`src/rtl/pc88_ldr_pkg.sv`:
```
// Shared types for the PC88 ROM loader bridge: FSM state, address width and FIFO entry layout.
package pc88_ldr_pkg;

    localparam int LDR_ADDR_W = 19;

    typedef enum logic {
        IDLE = 1'b0,
        REQ  = 1'b1
    } ldr_state_t;

    typedef struct packed {
        logic [LDR_ADDR_W-1:0] addr;
        logic [7:0]            data;
    } ldr_entry_t;

endpackage

```
`src/rtl/pc88_ldr_fifo.sv`:
```
// Small synchronous show-ahead FIFO; dout always presents the head entry.
module pc88_ldr_fifo
    import pc88_ldr_pkg::*;
#(
    parameter int  DEPTH   = 4,
    parameter type entry_t = ldr_entry_t
) (
    input  logic                   clk,
    input  logic                   srst,
    input  logic                   push,
    input  logic                   pop,
    input  entry_t                 din,
    output entry_t                 dout,
    output logic [$clog2(DEPTH):0] count,
    output logic                   empty,
    output logic                   full
);

    localparam int PTR_W = $clog2(DEPTH);
    localparam int CNT_W = PTR_W + 1;

    entry_t             mem [DEPTH];
    logic [PTR_W-1:0]   wr_ptr_reg;
    logic [PTR_W-1:0]   rd_ptr_reg;
    logic [CNT_W-1:0]   count_reg;
    logic               do_push;
    logic               do_pop;

    assign empty   = (count_reg == '0);
    assign full    = (count_reg == CNT_W'(DEPTH));
    assign do_push = push & ~full;
    assign do_pop  = pop & ~empty;
    assign count   = count_reg;
    assign dout    = mem[rd_ptr_reg];

    // Storage has no reset so it can map onto plain distributed RAM.
    always_ff @(posedge clk) begin
        if (do_push) begin
            mem[wr_ptr_reg] <= din;
        end
    end

    always_ff @(posedge clk) begin
        if (srst) begin
            wr_ptr_reg <= '0;
            rd_ptr_reg <= '0;
            count_reg  <= '0;
        end else begin
            if (do_push) begin
                wr_ptr_reg <= wr_ptr_reg + 1'b1;
            end
            if (do_pop) begin
                rd_ptr_reg <= rd_ptr_reg + 1'b1;
            end
            case ({do_push, do_pop})
                2'b10:   count_reg <= count_reg + 1'b1;
                2'b01:   count_reg <= count_reg - 1'b1;
                default: count_reg <= count_reg;
            endcase
        end
    end

endmodule

```
`src/rtl/pc88_loader_bridge.sv`:
```
// Paces HPS download bytes into the PC88 SDRAM loader port through a small FIFO,
// handling ioctl_wait back-pressure and the sticky end-of-download flag.
module pc88_loader_bridge
    import pc88_ldr_pkg::*;
#(
    parameter int ADDR_W = LDR_ADDR_W,
    parameter int DEPTH  = 4
) (
    input  logic              clk_sys,
    input  logic              reset,
    input  logic              ioctl_download,
    input  logic              ioctl_wr,
    input  logic [24:0]       ioctl_addr,
    input  logic [7:0]        ioctl_dout,
    output logic              ioctl_wait,
    output logic [ADDR_W-1:0] LOADER_ADR,
    output logic [7:0]        LOADER_WDAT,
    output logic              LOADER_OE,
    output logic              LOADER_WR,
    input  logic              LOADER_ACK,
    output logic              LOADER_DONE,
    output logic              ovf
);

    localparam int CNT_W = $clog2(DEPTH) + 1;
    localparam logic [CNT_W-1:0] WAIT_LEVEL = CNT_W'(DEPTH - 1);

    typedef struct packed {
        logic [ADDR_W-1:0] addr;
        logic [7:0]        data;
    } entry_t;

    entry_t            fifo_din;
    entry_t            fifo_head;
    logic [CNT_W-1:0]  fifo_count;
    logic              fifo_empty;
    logic              fifo_full;
    logic              push;
    logic              pop;

    ldr_state_t        state_reg;
    logic              ack_q_reg;
    logic              download_q_reg;
    logic              end_seen_reg;
    logic              wr_reg;
    logic              done_reg;
    logic              wait_reg;
    logic              ovf_reg;
    logic [ADDR_W-1:0] adr_reg;
    logic [7:0]        wdat_reg;
    logic              unused_addr_bits;

    assign unused_addr_bits = ^ioctl_addr[24:ADDR_W];

    assign fifo_din = '{addr: ioctl_addr[ADDR_W-1:0], data: ioctl_dout};
    assign push     = ioctl_wr & ~done_reg & ~fifo_full;
    assign pop      = (state_reg == IDLE) & ~fifo_empty;

    pc88_ldr_fifo #(
        .DEPTH   (DEPTH),
        .entry_t (entry_t)
    ) u_fifo (
        .clk   (clk_sys),
        .srst  (reset),
        .push  (push),
        .pop   (pop),
        .din   (fifo_din),
        .dout  (fifo_head),
        .count (fifo_count),
        .empty (fifo_empty),
        .full  (fifo_full)
    );

    always_ff @(posedge clk_sys) begin
        if (reset) begin
            state_reg      <= IDLE;
            ack_q_reg      <= 1'b0;
            download_q_reg <= 1'b0;
            end_seen_reg   <= 1'b0;
            wr_reg         <= 1'b0;
            done_reg       <= 1'b0;
            wait_reg       <= 1'b0;
            ovf_reg        <= 1'b0;
            adr_reg        <= '0;
            wdat_reg       <= '0;
        end else begin
            ack_q_reg      <= LOADER_ACK;
            download_q_reg <= ioctl_download;
            wait_reg       <= (fifo_count >= WAIT_LEVEL);
            if (download_q_reg & ~ioctl_download) begin
                end_seen_reg <= 1'b1;
            end
            if (ioctl_wr & fifo_full) begin
                ovf_reg <= 1'b1;
            end
            // Done only once nothing is queued and no request is outstanding.
            if (end_seen_reg & fifo_empty & (state_reg == IDLE) & ~wr_reg) begin
                done_reg <= 1'b1;
            end
            case (state_reg)
                IDLE: begin
                    if (!fifo_empty) begin
                        adr_reg   <= fifo_head.addr;
                        wdat_reg  <= fifo_head.data;
                        wr_reg    <= 1'b1;
                        state_reg <= REQ;
                    end
                end
                REQ: begin
                    if (LOADER_ACK & ~ack_q_reg) begin
                        wr_reg    <= 1'b0;
                        state_reg <= IDLE;
                    end
                end
                default: state_reg <= IDLE;
            endcase
        end
    end

    assign ioctl_wait  = wait_reg;
    assign LOADER_ADR  = adr_reg;
    assign LOADER_WDAT = wdat_reg;
    assign LOADER_WR   = wr_reg;
    assign LOADER_DONE = done_reg;
    assign ovf         = ovf_reg;
    assign LOADER_OE   = (ioctl_download | end_seen_reg) & ~done_reg;

endmodule
```
`config.mk`:
```
export PLATFORM = sky130hd
export DESIGN_NAME = pc88_loader_bridge
export DESIGN_NICKNAME = d
export VERILOG_FILES = /design/src/rtl/pc88_ldr_pkg.sv /design/src/rtl/pc88_ldr_fifo.sv /design/src/rtl/pc88_loader_bridge.sv
export SDC_FILE = /design/constraint.sdc
export NUM_CORES = 1
export LEC_CHECK = 0
export BUFFER_PORTS_ARGS = -buffer_cell sky130_fd_sc_hd__buf_2
export CAP_MARGIN = 20
export CORE_UTILIZATION = 35
export DETAILED_ROUTE_END_ITERATION = 16
export HOLD_SLACK_MARGIN = 0.05
export MAX_ROUTING_LAYER = met4
export PLACE_DENSITY_LB_ADDON = 0.05
export SYNTH_ARGS = -nofsm -noshare
export SYNTH_HDL_FRONTEND = slang
export SYNTH_SLANG_ARGS = --single-unit
```
`constraint.sdc`:
```
create_clock -name clk_sys -period 6.1 [get_ports clk_sys]
set_clock_uncertainty 0.2 [all_clocks]
set_input_delay 0.915 -clock clk_sys [delete_from_list [all_inputs] [get_ports clk_sys]]
set_output_delay 0.915 -clock clk_sys [all_outputs]
set_load 0.01 [all_outputs]
```
==> results of run 1 <==
-- critical path: stages, from the launching register on --
cell and delay [ps]:
dfxtp_1 450, nor3b_1 450, nor2_1 110, inv_1 70, ha_1 170, inv_1 60
fa_1 370, xor2_1 150, or3_1 300, a21oi_1 140
-- final timing paths --
path | from | endpoint | slack [ps]
max | u_fifo.count[2] | u_fifo.count[2] | 3560
min | download_q_reg | end_seen_reg | 270
max reg2reg | u_fifo.count[2] | u_fifo.count[2] | 3560
min reg2reg | download_q_reg | end_seen_reg | 270
-- per-layer routing --
layer	track usage, %	vias up	share of wire [%]
li1	-	1289	-
met1	17.9	1433	45
met2	21.7	55	49
met3	4.94	11	4.8
met4	5.67	0	1.3
met5	-	-	0
-- power by group --
group	switching [mW]	total, mW	internal, mW	leakage, nW
clock	0.398	1.13	0.733	0.311
combinational	0.339	0.679	0.340	0.741
sequential	0.118	1.39	1.27	1.34
-- layout make-up --
class	instances	area, um2	share of cell area [%]
clock inverter	14	206	3.12
sequential	150	4090	61.8
inverter	11	41.3	0.624
tap	188	235	3.56
multi-input combinational	113	1270	19.3
antenna	1	2.50	0.0378
timing repair buffer	65	330	4.99
clock buffer	18	439	6.64
-- synth_stat cells (2+ instances only) --
cell type	number	area (um2)
and3_1	4	25.0
o21ai_0	5	25.0
clkbuf_1	3	11.3
xor2_1	2	17.5
buf_6	3	33.8
a22o_2	26	260
inv_1	11	41.3
mux4_2	27	608
buf_2	7	35.0
or3_1	2	12.5
nand3_1	2	10.0
a21oi_1	9	45.0
nor2_1	13	48.8
nor3_1	2	10.0
nand2_1	2	7.51
ha_1	5	62.6
dfxtp_1	42	841
nor2b_1	2	12.5
edfxtp_1	108	3240
-- metrics by stage --
| step | utilization (%) | worst slack (ps) | std cells | hold WS, ps | power (mW) |
|---|---|---|---|---|---|
| final | 43.5 | 3560 | 560 | 268 | 3.20 |
| after floorplan | - | 3600 | 287 | 237 | 1.88 |
| after global routing | 43.5 | 3460 | 560 | 299 | 3.37 |
| after detailed placement | 39.3 | 3330 | 527 | 255 | 2.12 |
| after CTS | 43.5 | 3570 | 559 | 277 | 3.26 |
| after global placement | 39.3 | 3340 | 527 | 242 | 2.11 |
-- kinds of logic (layout without fill, tap and decap cells) --
group / after synthesis / after routing
flip-flops: 150 / 150
AO/OA/AOI/OAI: 45 / 45
AND/OR/NAND/NOR: 33 / 33
multiplexers: 27 / 27
buffers and inverters: 24 / 108
adder cells (fa/ha/maj): 6 / 6
XOR/XNOR: 2 / 2
other: 0 / 1
==> flow_metrics.py, run 1 <==
metrics = {
    "run_status": {
        "outcome": "completed",
    },
    "detailed_routing": {
        "drtAntennaViolNets": 0,
        "drt_first_pass_iters": 4,
        "routedWlPerCell_um": 18.6,
        "vias_per_cell": 4.98,
        "wl_mm": 10.4,
        "vias": 2788,
        "drc": 0,
        "drt-initial-drc-count": 132,
    },
    "floorplanning": {
        "die_y_um": 127,
        "core_region_area_um2": 15200,
        "io_pins": 70,
        "die_x_um": 127,
        "initial_core_util_pct": 36.0,
        "die_area_um2": 16100,
        "num_rows": 45,
    },
    "timing": {
        "fin_tns_setup_ps": 0,
        "max_slew_margin_pct": 36.3,
        "rsz0062_at_grt": "false",
        "finalCriticalPeriod_ps": 2540,
        "slew_violations": 0,
        "finalSetupViolations": 0,
        "period_share_pct": 41.6,
        "hold_violations": 0,
        "max_freq_ghz": 0.394,
        "worst_pin_slew_ps": 954,
    },
    "global_route": {
        "grt_pass1_vias": 2835,
        "antenna_found_initial": 1,
        "grt_pass1_wl_mm": 16.0,
        "overflow": 0,
        "grtUsageTotal_pct": 14.4,
        "grt_max_degree": 30,
    },
    "placement": {
        "place_congestion": 0.717,
        "placed_area_um2": 5970,
        "io_buffer_count": 63,
        "dp_hpwl_mm": 5.83,
    },
    "setup_path": {
        "cp.required_ps": 6240,
        "worstPathArrival_ps": 2680,
        "path_max_fanout": 8,
        "cp-end-kind": "flip-flop",
        "worst_r2r_path_depth": 9,
        "startpoint_type": "flip-flop",
        "crit_type": "flip-flop to flip-flop",
    },
    "flow_run": {
        "cap_viol_max_count": 0,
    },
    "finish": {
        "layout_common_cells": "edfxtp_1, buf_2, dfxtp_1",
        "regMostFlops": "u_fifo.mem",
        "final_common_cell": "edfxtp_1",
        "final_cell_area_um2": 6620,
        "fill_cells": 1392,
        "area_growth_pct": 21.0,
        "layout-drive-gt1-share_pct": 43.4,
        "largest_reg_flops": 108,
        "nets": 402,
    },
    "synthesis": {
        "synthCells": 287,
        "synth_fa_ha_area_share_pct": 1.51,
        "ys_warn_count": 0,
        "ys_types": 31,
        "synth_edf_count": 108,
        "synth_top_family_by_area": "multiplexers",
        "synth_nets": 331,
        "yosys_register_bits": 150,
        "syn_area_um2": 5470,
        "synth_mux_area_share_pct": 11.1,
        "ys_seq_area_share_pct": 74.7,
        "synth_compound_area_share_pct": 6.93,
        "syn_avg_cell_area_um2": 19.1,
        "synthSimpleGateAreaFrac_pct": 3.23,
        "synth-async-reset-ratio_pct": 0,
        "synth_top_flop_cell": "edfxtp_1",
        "synth_xor_area_share_pct": 0.320,
    },
    "min_path": {
        "hp-class": "flip-flop to flip-flop",
        "holdPathStages": 2,
    },
    "clock_tree": {
        "hold_buffers": 0,
        "insertion_delay_ps": 420,
        "cts-root-buf": "clkbuf_16",
        "postCtsSetupRepairBufs": 0,
        "htree_levels": 4,
        "cts_tree": "done",
        "cts_resized": 0,
        "clock_path_buffers": 2,
        "cts_buffers": 17,
        "path_clk_slew_ps": 60,
        "cts_sinks": 150,
    },
    "power_and_ir_drop": {
        "leakage_nw": 2.39,
        "ir_drop_uv": 250,
        "pwr_density_cell_nw_per_um2": 484,
    },
}
Note: power is estimated with default switching activity, not from simulation.
==> inputs of run 2 (changes only) <==
clock period = 2.4 ns   (was 6.1 ns; I/O delays follow)
==> flow_metrics.py, run 2 (same netlist as run 1, synthesis figures left out) <==
metrics = {
    "setup_path": {
        "rr_startpoint": "u_fifo.count[2]",
        "worst_r2r_path_depth": 9,
        "cp.required_ps": 2540,
        "reg2reg_slack_ps": 160,
        "rr_endpoint": "u_fifo.count[2]",
        "path_max_fanout": 3,
        "cp-end-kind": "flip-flop",
        "startpoint_type": "input port",
        "crit_type": "input port to flip-flop",
        "worstPathArrival_ps": 2430,
    },
    "clock_tree": {
        "cts_tree": "done",
        "cts-root-buf": "clkbuf_16",
        "cts_sinks": 150,
        "htree_levels": 4,
        "insertion_delay_ps": 420,
        "cts_buffers": 17,
        "clock_path_buffers": 2,
        "postCtsSetupRepairBufs": 0,
        "path_clk_slew_ps": 60,
    },
    "detailed_routing": {
        "routedWlPerCell_um": 17.8,
        "vias": 2847,
        "drt-initial-drc-count": 169,
        "drt_first_pass_iters": 6,
        "wl_mm": 10.6,
        "vias_per_cell": 4.77,
        "drtAntennaViolNets": 0,
        "drc": 0,
    },
    "floorplanning": {
        "core_region_area_um2": 15200,
        "io_pins": 70,
        "die_x_um": 127,
        "initial_core_util_pct": 36.0,
        "num_rows": 45,
        "die_area_um2": 16100,
        "die_y_um": 127,
    },
    "global_route": {
        "grt_pass1_wl_mm": 16.9,
        "grt_pass1_vias": 2955,
        "antenna_found_initial": 0,
        "grt_max_degree": 28,
        "grtUsageTotal_pct": 15.0,
        "overflow": 0,
    },
    "placement": {
        "placed_area_um2": 6050,
        "dp.cells": 535,
        "place_congestion": 0.742,
        "io_buffer_count": 63,
        "dp_hpwl_mm": 6.08,
    },
    "min_path": {
        "holdPathStages": 2,
        "hold_path_end": "download_q_reg",
        "hold_path_startpoint": "reset",
        "hp-class": "input port to flip-flop",
    },
    "finish": {
        "final_cell_area_um2": 6930,
        "fin_util_pct": 45.6,
        "regMostFlops": "u_fifo.mem",
        "n_antenna_cell": 0,
        "layout_common_cells": "edfxtp_1, buf_2, dfxtp_1",
        "final_common_cell": "edfxtp_1",
        "nets": 440,
        "stdcell_count": 597,
        "area_growth_pct": 26.7,
        "largest_reg_flops": 108,
        "layout-drive-gt1-share_pct": 42.1,
    },
    "run_status": {
        "outcome": "completed",
    },
    "timing": {
        "worst_pin_slew_ps": 797,
        "max_freq_ghz": 0.437,
        "max_slew_margin_pct": 46.8,
        "finalSetupViolations": 0,
        "rsz0062_at_grt": "false",
        "slew_violations": 0,
        "period_share_pct": 95.4,
        "hold_violations": 0,
        "finalCriticalPeriod_ps": 2290,
        "fin_tns_setup_ps": 0,
    },
    "power_and_ir_drop": {
        "ir_drop_uv": 516,
        "pwr_density_cell_nw_per_um2": 1140,
        "p_total_mw": 7.90,
        "leakage_nw": 2.51,
    },
    "flow_run": {
        "cap_viol_max_count": 0,
    },
}
[run 2: power breakdown]
group / leakage, nW / internal [mW] / switching (mW)
clock network: 0.253 / 1.42 / 1.05
registers: 1.34 / 3.24 / 0.256
logic: 0.916 / 0.991 / 0.943
[run 2: final cells by class]
cell class	instances	area, um2
Clock inverter	15	131
Sequential cell	150	4090
Fill cell	1400	8270
Inverter	11	41.3
Tap cell	188	235
Clock buffer	17	425
Multi-Input combinational cell	113	1290
Timing Repair Buffer	103	716
[run 2: worst max path at each step]
stage                                from              end
after floorplan           u_fifo.count[0]  u_fifo.count[2]
after global placement    u_fifo.count[2]  u_fifo.count[2]
after detailed placement  u_fifo.count[2]  u_fifo.count[2]
after CTS                 u_fifo.count[2]  u_fifo.count[2]
after global routing             ioctl_wr  u_fifo.count[2]
final                            ioctl_wr  u_fifo.count[2]
[run 2: per-stage QoR]
stage | worst slack, ps | hold WS, ps
detailed placement | 37.0 | 254
global route | 0.474 | 165
finish | 111 | 146
global placement | 103 | 243
floorplan | 142 | 237
CTS | 21.1 | 132
[run 2: worst max-delay path, cell delays in order]
cell and delay [ps]:
dlygate4sd3_1 530, buf_2 150, nand2b_4 80, nor2_1 50
inv_1 60, ha_2 170, inv_1 50, fa_1 370
xor2_1 170, or3_1 300, a21oi_1 130
[run 2: what timing repair did]
item | 4_1_cts | 5_1_grt
setup endpoints to repair | 0 | 1
hold buffers | 30 | 0
endpoints found under the hold margin | 112 | 0
resized for setup | 0 | 6
[run 2: routing by layer]
layer | track usage [%] | vias up | wire (um)
li1 | - | 1364 | -
met2 | 22.7 | 58 | 4990
met3 | 4.65 | 11 | 453
met5 | - | - | 0
met1 | 19.0 | 1414 | 5020
met4 | 6.09 | 0 | 149
